**src/rtl/ev3a_gen_ctrl.sv**
```systemverilog
// rtl/ev3a_gen_ctrl.sv - EV3a generation sequencer: load, evaluate, crossover, mutate, elitist best tracking.
// Optional cycle watchdog on handshake waits is compiled in with WATCHDOG_EN.
module ev3a_gen_ctrl #(
  parameter int INT8_LENGTH    = 8,
  parameter int IND_FIT_LENGTH = 10,
  parameter int MAX_POP        = 64,
  parameter int ADDR_W         = 6,
  parameter int WDOG_CYCLES    = 1023
) (
  input  logic                      clk,
  input  logic                      rst_n,
  input  logic                      in_valid,
  input  logic [INT8_LENGTH-1:0]    Num_generations,
  input  logic [INT8_LENGTH-1:0]    Pop_size,
  input  logic [INT8_LENGTH-1:0]    crossoverFraction,
  output logic                      pop_wr_en,
  output logic [ADDR_W-1:0]         pop_wr_addr,
  output logic                      eval_req,
  output logic [ADDR_W-1:0]         eval_idx,
  input  logic                      eval_ack,
  input  logic [IND_FIT_LENGTH-1:0] fit_in,
  output logic                      xo_start,
  output logic [INT8_LENGTH-1:0]    xo_count,
  input  logic                      xo_done,
  output logic                      mut_start,
  input  logic                      mut_done,
  output logic [INT8_LENGTH-1:0]    gen_cnt,
  output logic [IND_FIT_LENGTH-1:0] Min_fit_out,
  output logic [ADDR_W-1:0]         Best_idx,
  output logic                      done,
  output logic                      err
);
  localparam int PW = 2 * INT8_LENGTH;

  typedef enum logic [2:0] {S_IDLE, S_LOAD, S_EVAL, S_XOVER, S_MUTATE, S_DONE} state_t;

  state_t                    state_q, state_d;
  logic [INT8_LENGTH-1:0]    num_gen_q, num_gen_d, pop_q, pop_d, xfrac_q, xfrac_d;
  logic [INT8_LENGTH-1:0]    wr_cnt_q, wr_cnt_d, gen_cnt_q, gen_cnt_d, xo_count_q, xo_count_d;
  logic [ADDR_W-1:0]         eval_idx_q, eval_idx_d, best_idx_q, best_idx_d, best_out_q, best_out_d;
  logic [IND_FIT_LENGTH-1:0] best_fit_q, best_fit_d, min_fit_q, min_fit_d;
  logic                      eval_req_q, eval_req_d, xo_start_q, xo_start_d, mut_start_q, mut_start_d;
  logic                      done_q, done_d, err_q, err_d;
  logic [INT8_LENGTH-1:0]    pop_clamped;
  logic [PW-1:0]             xo_prod;
  logic                      eval_last, ack_taken, go_done, wd_expire;

  assign xo_prod   = PW'(pop_q) * PW'(xfrac_q);
  assign eval_last = (INT8_LENGTH'(eval_idx_q) == pop_q - 1'b1);
  assign ack_taken = (state_q == S_EVAL) && eval_req_q && eval_ack;

  always_comb begin
    pop_clamped = Pop_size;
    if (Pop_size == '0)
      pop_clamped = INT8_LENGTH'(1);
    else if (Pop_size > INT8_LENGTH'(MAX_POP))
      pop_clamped = INT8_LENGTH'(MAX_POP);
  end

`ifdef WATCHDOG_EN
  localparam int WD_W = $clog2(WDOG_CYCLES + 1);
  logic [WD_W-1:0] wdog_q, wdog_d;

  assign wd_expire = (wdog_q == WD_W'(WDOG_CYCLES - 1));

  // Restarts on every state change and on each accepted fitness result.
  always_comb begin
    wdog_d = '0;
    if ((state_d == state_q) && !ack_taken &&
        (state_q == S_EVAL || state_q == S_XOVER || state_q == S_MUTATE))
      wdog_d = wdog_q + 1'b1;
  end

  always_ff @(posedge clk or negedge rst_n) begin
    if (!rst_n) wdog_q <= '0;
    else        wdog_q <= wdog_d;
  end
`else
  assign wd_expire = 1'b0;
`endif

  // Write strobe follows the beat in the same cycle; beats past the population are dropped.
  always_comb begin
    pop_wr_en   = 1'b0;
    pop_wr_addr = '0;
    if (rst_n && in_valid) begin
      if (state_q == S_IDLE) begin
        pop_wr_en = 1'b1;
      end else if (state_q == S_LOAD) begin
        pop_wr_en   = (wr_cnt_q < pop_q);
        pop_wr_addr = wr_cnt_q[ADDR_W-1:0];
      end
    end
  end

  always_comb begin
    state_d     = state_q;
    num_gen_d   = num_gen_q;
    pop_d       = pop_q;
    xfrac_d     = xfrac_q;
    wr_cnt_d    = wr_cnt_q;
    gen_cnt_d   = gen_cnt_q;
    xo_count_d  = xo_count_q;
    eval_idx_d  = eval_idx_q;
    best_idx_d  = best_idx_q;
    best_fit_d  = best_fit_q;
    eval_req_d  = eval_req_q;
    xo_start_d  = 1'b0;
    mut_start_d = 1'b0;
    done_d      = 1'b0;
    err_d       = 1'b0;
    min_fit_d   = '0;
    best_out_d  = '0;
    go_done     = 1'b0;

    case (state_q)
      S_IDLE: begin
        if (in_valid) begin
          num_gen_d  = Num_generations;
          pop_d      = pop_clamped;
          xfrac_d    = crossoverFraction;
          best_fit_d = '1;
          best_idx_d = '0;
          gen_cnt_d  = '0;
          wr_cnt_d   = INT8_LENGTH'(1);
          state_d    = S_LOAD;
        end
      end
      S_LOAD: begin
        if (in_valid) begin
          if (wr_cnt_q != '1) wr_cnt_d = wr_cnt_q + 1'b1;
        end else begin
          eval_idx_d = '0;
          eval_req_d = 1'b0;
          state_d    = S_EVAL;
        end
      end
      S_EVAL: begin
        if (!eval_req_q) begin
          eval_req_d = 1'b1;
        end else if (eval_ack) begin
          eval_req_d = 1'b0;
          if (fit_in < best_fit_q) begin
            best_fit_d = fit_in;
            best_idx_d = eval_idx_q;
          end
          if (!eval_last) begin
            eval_idx_d = eval_idx_q + 1'b1;
          end else if (gen_cnt_q == num_gen_q) begin
            go_done = 1'b1;
          end else begin
            xo_start_d = 1'b1;
            xo_count_d = xo_prod[PW-1:INT8_LENGTH];
            state_d    = S_XOVER;
          end
        end else if (wd_expire) begin
          go_done = 1'b1;
          err_d   = 1'b1;
        end
      end
      S_XOVER: begin
        if (xo_done) begin
          mut_start_d = 1'b1;
          state_d     = S_MUTATE;
        end else if (wd_expire) begin
          go_done = 1'b1;
          err_d   = 1'b1;
        end
      end
      S_MUTATE: begin
        if (mut_done) begin
          if (gen_cnt_q != '1) gen_cnt_d = gen_cnt_q + 1'b1;
          eval_idx_d = '0;
          eval_req_d = 1'b0;
          state_d    = S_EVAL;
        end else if (wd_expire) begin
          go_done = 1'b1;
          err_d   = 1'b1;
        end
      end
      S_DONE:  state_d = S_IDLE;
      default: state_d = S_IDLE;
    endcase

    // Result is presented only on the done pulse, including a result updated this cycle.
    if (go_done) begin
      state_d    = S_DONE;
      eval_req_d = 1'b0;
      done_d     = 1'b1;
      min_fit_d  = best_fit_d;
      best_out_d = best_idx_d;
    end
  end

  always_ff @(posedge clk or negedge rst_n) begin
    if (!rst_n) begin
      state_q     <= S_IDLE;
      num_gen_q   <= '0;
      pop_q       <= '0;
      xfrac_q     <= '0;
      wr_cnt_q    <= '0;
      gen_cnt_q   <= '0;
      xo_count_q  <= '0;
      eval_idx_q  <= '0;
      best_idx_q  <= '0;
      best_fit_q  <= '1;
      eval_req_q  <= 1'b0;
      xo_start_q  <= 1'b0;
      mut_start_q <= 1'b0;
      done_q      <= 1'b0;
      err_q       <= 1'b0;
      min_fit_q   <= '0;
      best_out_q  <= '0;
    end else begin
      state_q     <= state_d;
      num_gen_q   <= num_gen_d;
      pop_q       <= pop_d;
      xfrac_q     <= xfrac_d;
      wr_cnt_q    <= wr_cnt_d;
      gen_cnt_q   <= gen_cnt_d;
      xo_count_q  <= xo_count_d;
      eval_idx_q  <= eval_idx_d;
      best_idx_q  <= best_idx_d;
      best_fit_q  <= best_fit_d;
      eval_req_q  <= eval_req_d;
      xo_start_q  <= xo_start_d;
      mut_start_q <= mut_start_d;
      done_q      <= done_d;
      err_q       <= err_d;
      min_fit_q   <= min_fit_d;
      best_out_q  <= best_out_d;
    end
  end

  assign eval_req    = eval_req_q;
  assign eval_idx    = eval_idx_q;
  assign xo_start    = xo_start_q;
  assign xo_count    = xo_count_q;
  assign mut_start   = mut_start_q;
  assign gen_cnt     = gen_cnt_q;
  assign Min_fit_out = min_fit_q;
  assign Best_idx    = best_out_q;
  assign done        = done_q;
  assign err         = err_q;

endmodule

```
**config.mk**
```make
export PLATFORM = sky130hd
export DESIGN_NAME = ev3a_gen_ctrl
export DESIGN_NICKNAME = d
export VERILOG_FILES = /design/src/rtl/ev3a_gen_ctrl.sv
export SDC_FILE = /design/constraint.sdc
export NUM_CORES = 1
export LEC_CHECK = 0
export ABC_AREA = 1
export CORE_MARGIN = 2
export CORE_UTILIZATION = 53
export CTS_BUF_LIST = sky130_fd_sc_hd__clkbuf_8
export DETAILED_ROUTE_END_ITERATION = 16
export GPL_TIMING_DRIVEN = 1
export PLACE_DENSITY = 0.79
export SLEW_MARGIN = 0
export SYNTH_ARGS = -nofsm -noshare
export SYNTH_HDL_FRONTEND = slang
export SYNTH_SLANG_ARGS = --single-unit
```
**constraint.sdc**
```tcl
create_clock -name clk -period 3.9 [get_ports clk]
set_input_delay 0.39 -clock clk [delete_from_list [all_inputs] [get_ports clk]]
set_output_delay 0.39 -clock clk [all_outputs]
set_load 0.005 [all_outputs]
```
Yosys cells after proc, flatten, opt, wreduce, memory -nomap -nowiden --
Cells that the tools add are included.
Word-level totals: input bits 40, register bits after elaboration 93, output and inout port bits 50, logic and storage cells 127
Cells by class: reduce and logical (&&, ||, !) cells 14, add/sub/neg operators 4, bitwise operators 1, $lt $le $gt $ge 3, mux-type cells 63, eq/ne operators 25, multiply operators 1
Operators by type and width (number):
- $mux 6 | 13
- $mux 8 | 8
- $mux 10 | 5
- $pmux 8 s2 | 2
- $mux 3 | 9
- $ne 3x3->1 const B | 8
- $mux 1 | 21
- $pmux 10 s2 | 1
- $pmux 6 s3 | 1
- $add 8x1->8 const B | 2
- $mul 8x8->16 | 1
- $ne 2x2->1 const B | 8
- $ne 8x8->1 const B | 2
- $pmux 3 s5 | 1
- $pmux 6 s2 | 1
- $lt 10x10->1 | 1
- $eq 6x8->1 | 1
- $eq 8x8->1 | 1
- $gt 8x7->1 const B | 1
- $logic_not 8->1 | 1
- $lt 8x8->1 | 1
- $reduce_and 4->1 | 2
- $reduce_and 8->1 | 1
- $sub 8x1->8 const B | 1
- other kinds (16) | 18

Depth between registers and ports, before layout --
Gate-level depths: netlist of the first run.
depth in word-level cells 8, gate-level depth with buffers 22, mapped depth without buffers 21

Worst setup path before layout of the first run --
No wires, ideal clock.
path kind reg2reg, start register xfrac_q[7], end register xo_count_q[6] (netlist: xo_count[6]), path slack -183 ps, clock period less this slack 4083 ps, data arrival time 3967 ps, stages on the path, launching flop included 19, path buffers 1, path through dfrtp_1 -> clkbuf_1 -> nand2_1 -> inv_1 -> fa_1 -> fa_1 -> fa_1 -> inv_1 -> fa_1 -> inv_1 -> ha_1 -> a21oi_1 -> o21ai_0 -> a221oi_1 -> nand2_1 -> nand2_1 -> nand2_1 -> nor2_1 -> nor2_1
On the way: word-level cells in the longest chain between the ends 1
Ends and longest elaborated chain:
- start: declaration | RTL line 38 | logic [INT8_LENGTH-1:0] num_gen_q, num_gen_d, pop_q, pop_d, xfrac_q, xfrac_d;
- start signal: assignment | RTL line 218 | xfrac_q <= xfrac_d;
- $mul 8x8->16 | RTL line 48 | assign xo_prod = PW'(pop_q) * PW'(xfrac_q);
- end signal: assignment | RTL line 221 | xo_count_q <= xo_count_d;
- end: declaration | RTL line 39 | logic [INT8_LENGTH-1:0] wr_cnt_q, wr_cnt_d, gen_cnt_q, gen_cnt_d, xo_count_q, xo_count_d;
No other way between the ends. A chain may end at the register's enable or synchronous reset.

Final worst setup path of the first run --
start register pop_q[4], end register xo_count_q[2] (netlist: xo_count[2])
On the way: word-level cells in the longest chain between the ends 3
Ends and longest elaborated chain:
- start: declaration | RTL line 38
- start signal: assignment | RTL line 217 | pop_q <= pop_d;
- parallel branches: the longest is 3 deep, another holds $mul 8x8->16
Several ways; the timed one is not identified.

==> implementation parameters, run 1 <==
Parameter                              Value

Status
  Outcome ... finished with violations
  Violations in the final reports ... negative setup slack

Die
  Full die area ... 15600 um2
  Floorplan Core Area ... 14400 um2
  Ports placed on the boundary ... 90
  Cell row count ... 44
  Die span in y ... 125 um
  Die W ... 125 um
  Starting density of the core ... 53.8%

Pwr
  Max IR drop VDD ... 453 uV
  Pwr/cell area ... 742 nW/um2
  Leakage dissipation ... 0.00532 uW

Synth
  Warning count from the yosys run ... 0
  Number of enable-type register cells in the synthesized netlist ... 0
  Unique cell type count in the Yosys netlist ... 51
  Flip-flop and latch count after synthesis ... 93
  Mapped Nets ... 1205
  Part of the Yosys area used for sequential elements ... 30.2%
  Post-synth top cells ... sky130_fd_sc_hd__nand2_1 (367), sky130_fd_sc_hd__inv_1 (208), sky130_fd_sc_hd__dfrtp_1 (83), sky130_fd_sc_hd__nor2_1 (62), sky130_fd_sc_hd__ha_1 (53)
  Flip-flop cell with the highest count after synthesis ... sky130_fd_sc_hd__dfrtp_1
  Number of standard cells after synthesis ... 1077
  Async S/R FF share, synth ... 100%
  Area fraction of the dominant cell type after synthesis ... 26.8%
  Biggest area consumer among synthesized cells ... sky130_fd_sc_hd__dfrtp_1
  Most common cell in the synthesized netlist ... sky130_fd_sc_hd__nand2_1
  Mapped Area ... 7750 um2
  Mean Syn Cell Area ... 7.20 um2
  Largest cells by area after synthesis ... sky130_fd_sc_hd__dfrtp_1 (27%), sky130_fd_sc_hd__nand2_1 (18%), sky130_fd_sc_hd__inv_1 (10%), sky130_fd_sc_hd__fa_1 (9.0%), sky130_fd_sc_hd__ha_1 (8.6%)

Cells and area
  Area growth from synthesis to final layout ... 23.3%
  Antenna Cells ... 0
  Ratio of cells with drive above 1 in the final layout ... 15.3%
  Number of non-filler instances in the completed layout ... 1384
  Util after Layout ... 66.3%
  Design Area, Final ... 9560 um2
  Final Net Count ... 1323

Worst setup path
  Reg2reg setup slack ... -140 ps
  Worst setup path startpoint ... pop_q[4]$_DFFE_PN0P_
  Startpoint type of the worst setup path ... flip-flop
  Worst Setup Path Type ... flip-flop to flip-flop
  Endpoint of the most critical register-to-register path ... xo_count[2]$_DFFE_PN0P_
  Data arrival time of the worst path ... 4300 ps
  Critical path capture point type ... flip-flop
  CP endpoint ... xo_count[2]$_DFFE_PN0P_
  Critical-path maximum fanout ... 3
  Required @ worst endpoint ... 4170 ps
  Cells on worst reg2reg path ... 18
  RR Startpoint ... pop_q[4]$_DFFE_PN0P_

Placement
  Detailed placement HPWL ... 13600 um
  Routability congestion estimate ... 0.887
  Cell count after placement ... 1356
  Count of input and output buffers ... 88
  DP Area ... 9000 um2

Routing
  Number of DRC markers in iteration 0 ... 469
  Wire per inst ... 13.3 um
  Total length of routed wires ... 18300 um
  Vias per Instance ... 5.02
  Vias after detailed routing ... 6951
  Routed Antenna Nets ... 0
  Drt pass-1 iters ... 6
  Residual DRC count ... 0

STA
  Final TNS setup ... -391 ps
  Setup WS post-layout ... -135 ps
  Hold Fails Final Rpt ... 0
  Transition time of the tightest slew-check pin ... 843 ps
  RSZ-0062 raised after global routing ... true
  Number of setup violations in the final report ... 6
  Period minus WS final ... 4040 ps
  Period utilization ... 103%
  Hold Slack ... 456 ps
  Final Max Slew Viols ... 0
  Max frequency ... 248 MHz
  Relative max-transition margin ... 43.8%
  Largest clock skew in the final design ... 12.7 ps

CTS
  Total clock sinks ... 93
  TritonCTS clock tree ... built
  Worst-path clk slew ... 80 ps
  Maximum buffer depth of the clock tree ... 2
  Clock insertion delay at the later pin of the skew report ... 380 ps
  H-tree levels ... 3
  Clock buffers created by TritonCTS ... 9
  Library cell used as clock root buffer ... sky130_fd_sc_hd__clkbuf_8

Job
  Max-cap violation count ... 0

GRT
  Initial antenna violation count ... 0
  GRT Resource Usage Total ... 24.1%
  Pin count of the biggest net entering global routing ... 68
  Number of global-route vias before repair ... 6711
  Total global routing overflow ... 0
  Global-route wire length before repair ... 31100 um

Min path
  Classification of the worst-slack hold path ... primary input to asynchronous set/reset pin
state kept, by name, indices dropped and copies added, names as in the netlist, 8 cells and up:
name,flops
Min_fit_out,10
best_fit_q,10
xfrac_q,8
xo_count,8
gen_cnt,8
pop_q,8
num_gen_q,8
wr_cnt_q,8
power by group:
part           switching [uW]  leakage, uW  total [uW]  internal, uW
Sequential                353      0.00119        1610          1260
Combinational            2720      0.00401        4780          2060
Clock                     344     0.000113         698           353
Total                    3420      0.00532        7090          3670
worst max-delay path, stage by stage, from the launching register on:
cell	delay, ps
sky130_fd_sc_hd__dfrtp_2	450
sky130_fd_sc_hd__buf_6	140
sky130_fd_sc_hd__nand2_4	50
sky130_fd_sc_hd__fa_1	430
sky130_fd_sc_hd__fa_1	560
sky130_fd_sc_hd__inv_2	40
sky130_fd_sc_hd__fa_1	530
sky130_fd_sc_hd__fa_1	630
sky130_fd_sc_hd__ha_4	230
sky130_fd_sc_hd__nand2_1	50
sky130_fd_sc_hd__nand2_1	50
sky130_fd_sc_hd__inv_2	60
sky130_fd_sc_hd__o21a_1	160
sky130_fd_sc_hd__o21ai_2	70
sky130_fd_sc_hd__nand2_1	60
sky130_fd_sc_hd__nand2_1	60
sky130_fd_sc_hd__or2_4	230
sky130_fd_sc_hd__nand3_2	60
sky130_fd_sc_hd__nand2_1	40
what timing repair did:
action                     in CTS  in global routing
hold buffers                    1                  0
hold endpoints to repair       19                  0
buffers inserted                9                  2
pin swaps                      22                 27
setup endpoints to repair       7                  8
resized for setup              31                 40
cells by family after synthesis:
logic type | share of synthesized area (%)
simple gates | 30.4
buf+inv | 13.6
flops | 30.2
fa+ha+maj | 17.6
compound gates | 6.04
xor+xnor | 2.15
other cells | 0.0484
how the worst min path moves through the flow:
| stage | from | cells past startpoint | end | slack (ps) |
|---|---|---|---|---|
| 2_1_floorplan | rst_n | 0 | Best_idx[0]$_DFF_PN0_ | 90 |
| 3_3_place_gp | rst_n | 1 | gen_cnt[4]$_DFFE_PN0P_ | 320 |
| 3_5_place_dp | rst_n | 1 | gen_cnt[4]$_DFFE_PN0P_ | 320 |
| 4_1_cts | rst_n | 2 | gen_cnt[4]$_DFFE_PN0P_ | 440 |
| 5_1_grt | rst_n | 2 | Min_fit_out[4]$_DFF_PN0_ | 490 |
| 6_report | rst_n | 2 | gen_cnt[4]$_DFFE_PN0P_ | 460 |
cell type report:
cell class              instances  area [um2]
multi-input cells             729        4630
well taps                     184         230
inverters                     219         835
flip-flops and latches         93        2350
repair buffers                143        1310
clock buffers                   9         124
clock inverters                 7        83.8
fillers                      1259        4860
metrics by stage:
stage	power (uW)	worst slack, ps
2_1_floorplan	4500	21.6
3_3_place_gp	5580	-80.2
3_5_place_dp	5700	-166
4_1_cts	6670	1.55
5_1_grt	7830	-301
6_report	7090	-135
layout by cell type, fill, tap and decap left out, types with 33 or more instances in the layout:
cell type                         synthesis  final
sky130_fd_sc_hd__fa_1                    35     33
sky130_fd_sc_hd__nor2_1                  62     61
sky130_fd_sc_hd__buf_4                    2     52
sky130_fd_sc_hd__inv_1                  208    202
sky130_fd_sc_hd__clkdlybuf4s50_1          0     87
sky130_fd_sc_hd__nand3_1                 41     38
sky130_fd_sc_hd__ha_1                    53     45
sky130_fd_sc_hd__dfrtp_1                 83     71
sky130_fd_sc_hd__nand2_1                367    356
routing by layer:
metal / global-route usage (%) / wire [um] / up-vias
li1: - / - / 3507
met1: 31.0 / 8080 / 3285
met2: 42.3 / 9250 / 133
met3: 4.07 / 675 / 26
met4: 6.67 / 338 / 0
met5: 0 / 0 / -
(Power assumes the default switching activity.)
==> run 2: changes to the inputs <==
Settings changed: GPL_ROUTABILITY_DRIVEN set to 0, HOLD_SLACK_MARGIN set to 0.15, SETUP_SLACK_MARGIN set to 0.05.
==> run 2 against run 1 <==
Effect of this change: the flow still finishes with violations (negative setup slack); core utilization fell by 0.77 points; combinational power fell by 4%; count of clock-buffer cells in the layout did not move; fmax up 2.5%; via count up 0.70%; clock power decreased by 13%; sequential cell count unchanged; sequential power about the same; critical path depth stayed put; setup slack gained 99 ps; cell area decreased by 1.2%; critical path type unchanged; largest cell class unchanged; highest routed layer unchanged.
==> implementation parameters, run 2 (same netlist as run 1, synthesis figures left out) <==
Parameter                              Value

Status
  Outcome ... finished with violations
  Violations in the final reports ... negative setup slack

Cells and area
  Area growth from synthesis to final layout ... 21.9%
  Final Net Count ... 1320 (-0.23%)
  Antenna Cells ... 0 (unchanged)
  Ratio of cells with drive above 1 in the final layout ... 14.7% (-0.55 points)
  Most frequent standard cell in the layout excluding fill and tap cells ... sky130_fd_sc_hd__nand2_1
  Leading cell types in the layout, fill and taps excluded ... sky130_fd_sc_hd__nand2_1 (357), sky130_fd_sc_hd__inv_1 (199), sky130_fd_sc_hd__clkdlybuf4s50_1 (87), sky130_fd_sc_hd__dfrtp_1 (73), sky130_fd_sc_hd__nor2_1 (61)
  Fillers ... 1211 (-3.8%)
  Number of non-filler instances in the completed layout ... 1381 (-0.22%)

Pwr
  Leakage dissipation ... 0.00523 uW (-1.6%)
  Flop pwr share ... 23.6% (+0.9 points)
  Switching power ... 3330 uW (-2.6%)
  Final Total Pwr ... 6810 uW (-3.9%)
  Logic pwr share ... 67.5% (about the same)
  Pwr/cell area ... 721 nW/um2 (-2.8%)
  Internal portion of total power ... 3480 uW (-5.2%)
  Max IR drop VDD ... 440 uV (-2.9%)
  Portion of total power attributed to the clock network ... 8.9% (-0.9 points)
  Switch share ... 48.9% (+0.68 points)

CTS
  Total clock sinks ... 93 (unchanged)
  Clock insertion delay at the later pin of the skew report ... 390 ps (about the same)
  Library cell used as clock root buffer ... sky130_fd_sc_hd__clkbuf_8
  TritonCTS clock tree ... built
  Clock buffers created by TritonCTS ... 9 (unchanged)
  Maximum buffer depth of the clock tree ... 2 (unchanged)
  H-tree levels ... 3 (unchanged)
  Worst-path clk slew ... 110 ps (+30 ps)

Placement
  Cell count after placement ... 1354 (-0.15%)
  Detailed placement HPWL ... 13400 um (-1.4%)
  Count of input and output buffers ... 88 (unchanged)

Worst setup path
  Endpoint of the most critical register-to-register path ... xo_count[6]$_DFFE_PN0P_
  Critical path capture point type ... flip-flop
  Worst setup path startpoint ... xfrac_q[5]$_DFFE_PN0P_
  Data arrival time of the worst path ... 4220 ps (-80 ps)
  RR Startpoint ... xfrac_q[5]$_DFFE_PN0P_
  CP max stage cell ... sky130_fd_sc_hd__fa_1
  Cell family with most CP delay ... adder cells
  Reg2reg setup slack ... -40 ps (+100 ps)
  Cell-by-cell listing of the critical path ... buf_4 > nand2_1 > inv_1 > fa_1 > fa_1 > fa_1 > inv_1 > fa_1 > inv_2 > ha_4 > a21oi_4 > o21ai_1 > a221oi_2 > nand2_1 > nand2_1 > nand2_1 > nor2_1 > nor2_1
  WP depth ... 18 (unchanged)
  Worst Setup Path Type ... flip-flop to flip-flop
  Critical-path maximum fanout ... 6 (+3)
  Cells on worst reg2reg path ... 18 (unchanged)
  Crit-path max cell delay ... 490 ps (-140 ps)
  Startpoint type of the worst setup path ... flip-flop
  Required @ worst endpoint ... 4190 ps (+20 ps)
  Critical path buffers and inverters ... 4 (+1)
  CP endpoint ... xo_count[6]$_DFFE_PN0P_

STA
  Number of setup violations in the final report ... 1 (-5)
  Max frequency ... 254 MHz (+2.5%)
  Hold Fails Final Rpt ... 0 (unchanged)
  RSZ-0062 raised after global routing ... true
  Setup WS post-layout ... -36.4 ps (+98.9 ps)
  Relative max-transition margin ... 51.8% (+8.0 points)
  Period utilization ... 101% (-2.5 points)
  Transition time of the tightest slew-check pin ... 723 ps (-120 ps)
  Final Max Slew Viols ... 0 (unchanged)
  Period minus WS final ... 3940 ps (-98.9 ps)
  Final TNS setup ... -36.4 ps (+354 ps)
  Largest clock skew in the final design ... 22.0 ps (+9.36 ps)

Die
  Die W ... 125 um (unchanged)
  Die span in y ... 125 um (unchanged)
  Floorplan Core Area ... 14400 um2 (unchanged)
  Ports placed on the boundary ... 90 (unchanged)
  Full die area ... 15600 um2 (unchanged)
  Starting density of the core ... 53.8% (unchanged)
  Cell row count ... 44 (unchanged)

GRT
  Initial antenna violation count ... 0 (unchanged)
  Total global routing overflow ... 0 (unchanged)
  Global-route wire length before repair ... 31300 um (+0.53%)
  Most Used Layer, Global Route ... met2
  Number of global-route vias before repair ... 6950 (+3.6%)
  Met3 demand-to-capacity share in global routing ... 3.81% (-0.26 points)
  GRT Resource Usage Total ... 24.2% (+0.12 points)
  GR met1 Demand/Resource ... 30.6% (-0.42 points)
  Pin count of the biggest net entering global routing ... 49 (-28%)
  Met2 usage in global routing ... 41.9% (-0.35 points)

Routing
  Routed Antenna Nets ... 0 (unchanged)
  Number of DRC markers in iteration 0 ... 378 (-19%)
  Wire per inst ... 13.1 um (-1.5%)
  Residual DRC count ... 0 (unchanged)
  Drt pass-1 iters ... 5 (-1)
  Vias per Instance ... 5.07 (+0.92%)
  Total length of routed wires ... 18000 um (-1.7%)
  Vias after detailed routing ... 7000 (+0.70%)

Min path
  Cells on Worst Hold Path ... 2
  Classification of the worst-slack hold path ... flip-flop to flip-flop

Job
  Max-cap violation count ... 0 (unchanged)
-- run 2: metrics by stage --
| step | cell area (um2) | util (%) | setup WS [ps] | hold WS [ps] |
|---|---|---|---|---|
| finish | 9450 | 65.5 | -36.4 | 504 |
| global route | 9450 | 65.5 | -160 | 527 |
| CTS | 9320 | 64.6 | 21.0 | 511 |
| detailed placement | 8980 | 62.3 | -101 | 438 |
| global placement | 8980 | 62.3 | -59.4 | 429 |
| floorplan | 7810 | - | 34.4 | 94.4 |
-- run 2: power groups by stage --
stage / clock, uW / combinational [uW] / sequential (uW)
floorplan: 0 / 3100 / 1410
global placement: 0 / 3920 / 1600
detailed placement: 0 / 4000 / 1600
CTS: 627 / 4290 / 1590
global route: 665 / 5240 / 1650
finish: 608 / 4600 / 1610
-- run 2: how the worst min path moves through the flow --
| stage | startpoint | to | slack [ps] |
|---|---|---|---|
| finish | xo_count[0]$_DFFE_PN0P_ | xo_count[0]$_DFFE_PN0P_ | 500 |
| CTS | crossoverFraction[5] | xfrac_q[5]$_DFFE_PN0P_ | 510 |
| detailed placement | rst_n | gen_cnt[3]$_DFFE_PN0P_ | 440 |
| global placement | rst_n | gen_cnt[3]$_DFFE_PN0P_ | 430 |
| floorplan | rst_n | Best_idx[0]$_DFF_PN0_ | 90 |
| global route | Num_generations[5] | num_gen_q[5]$_DFFE_PN0P_ | 530 |
-- run 2: what timing repair did --
| action | 4_1_cts | 5_1_grt |
|---|---|---|
| pin swaps | 13 | 19 |
| endpoints found under the setup margin | 6 | 8 |
| gates resized for setup | 23 | 35 |
| hold buffers | 1 | 0 |
| hold endpoints to repair | 35 | 0 |
| buffers inserted | 6 | 4 |
-- run 2: area by class of cell --
type	instances	area, um2	area share [%]
clock inverters	7	50.0	0.530
repair buffers	140	1270	13.5
well taps	184	230	2.44
flip-flops and latches	93	2350	24.9
multi-input cells	729	4580	48.5
clock buffers	9	124	1.31
inverters	219	835	8.83
-- run 2: worst reg2reg max path, delay by kind of cell (launching register included) --
kind                       cells  cell delay, ps
adders and majority gates      5            2130
and+or+nand+nor                6             390
buffers and inverters          4             300
DFF                            1             470
AOI/OAI and AO/OA              3             540
-- run 2: metal layers --
metal	share of wire (%)	vias up
met5	0	-
met4	2.8	0
met3	4.1	42
met2	49	169
met1	44	3287
li1	-	3502
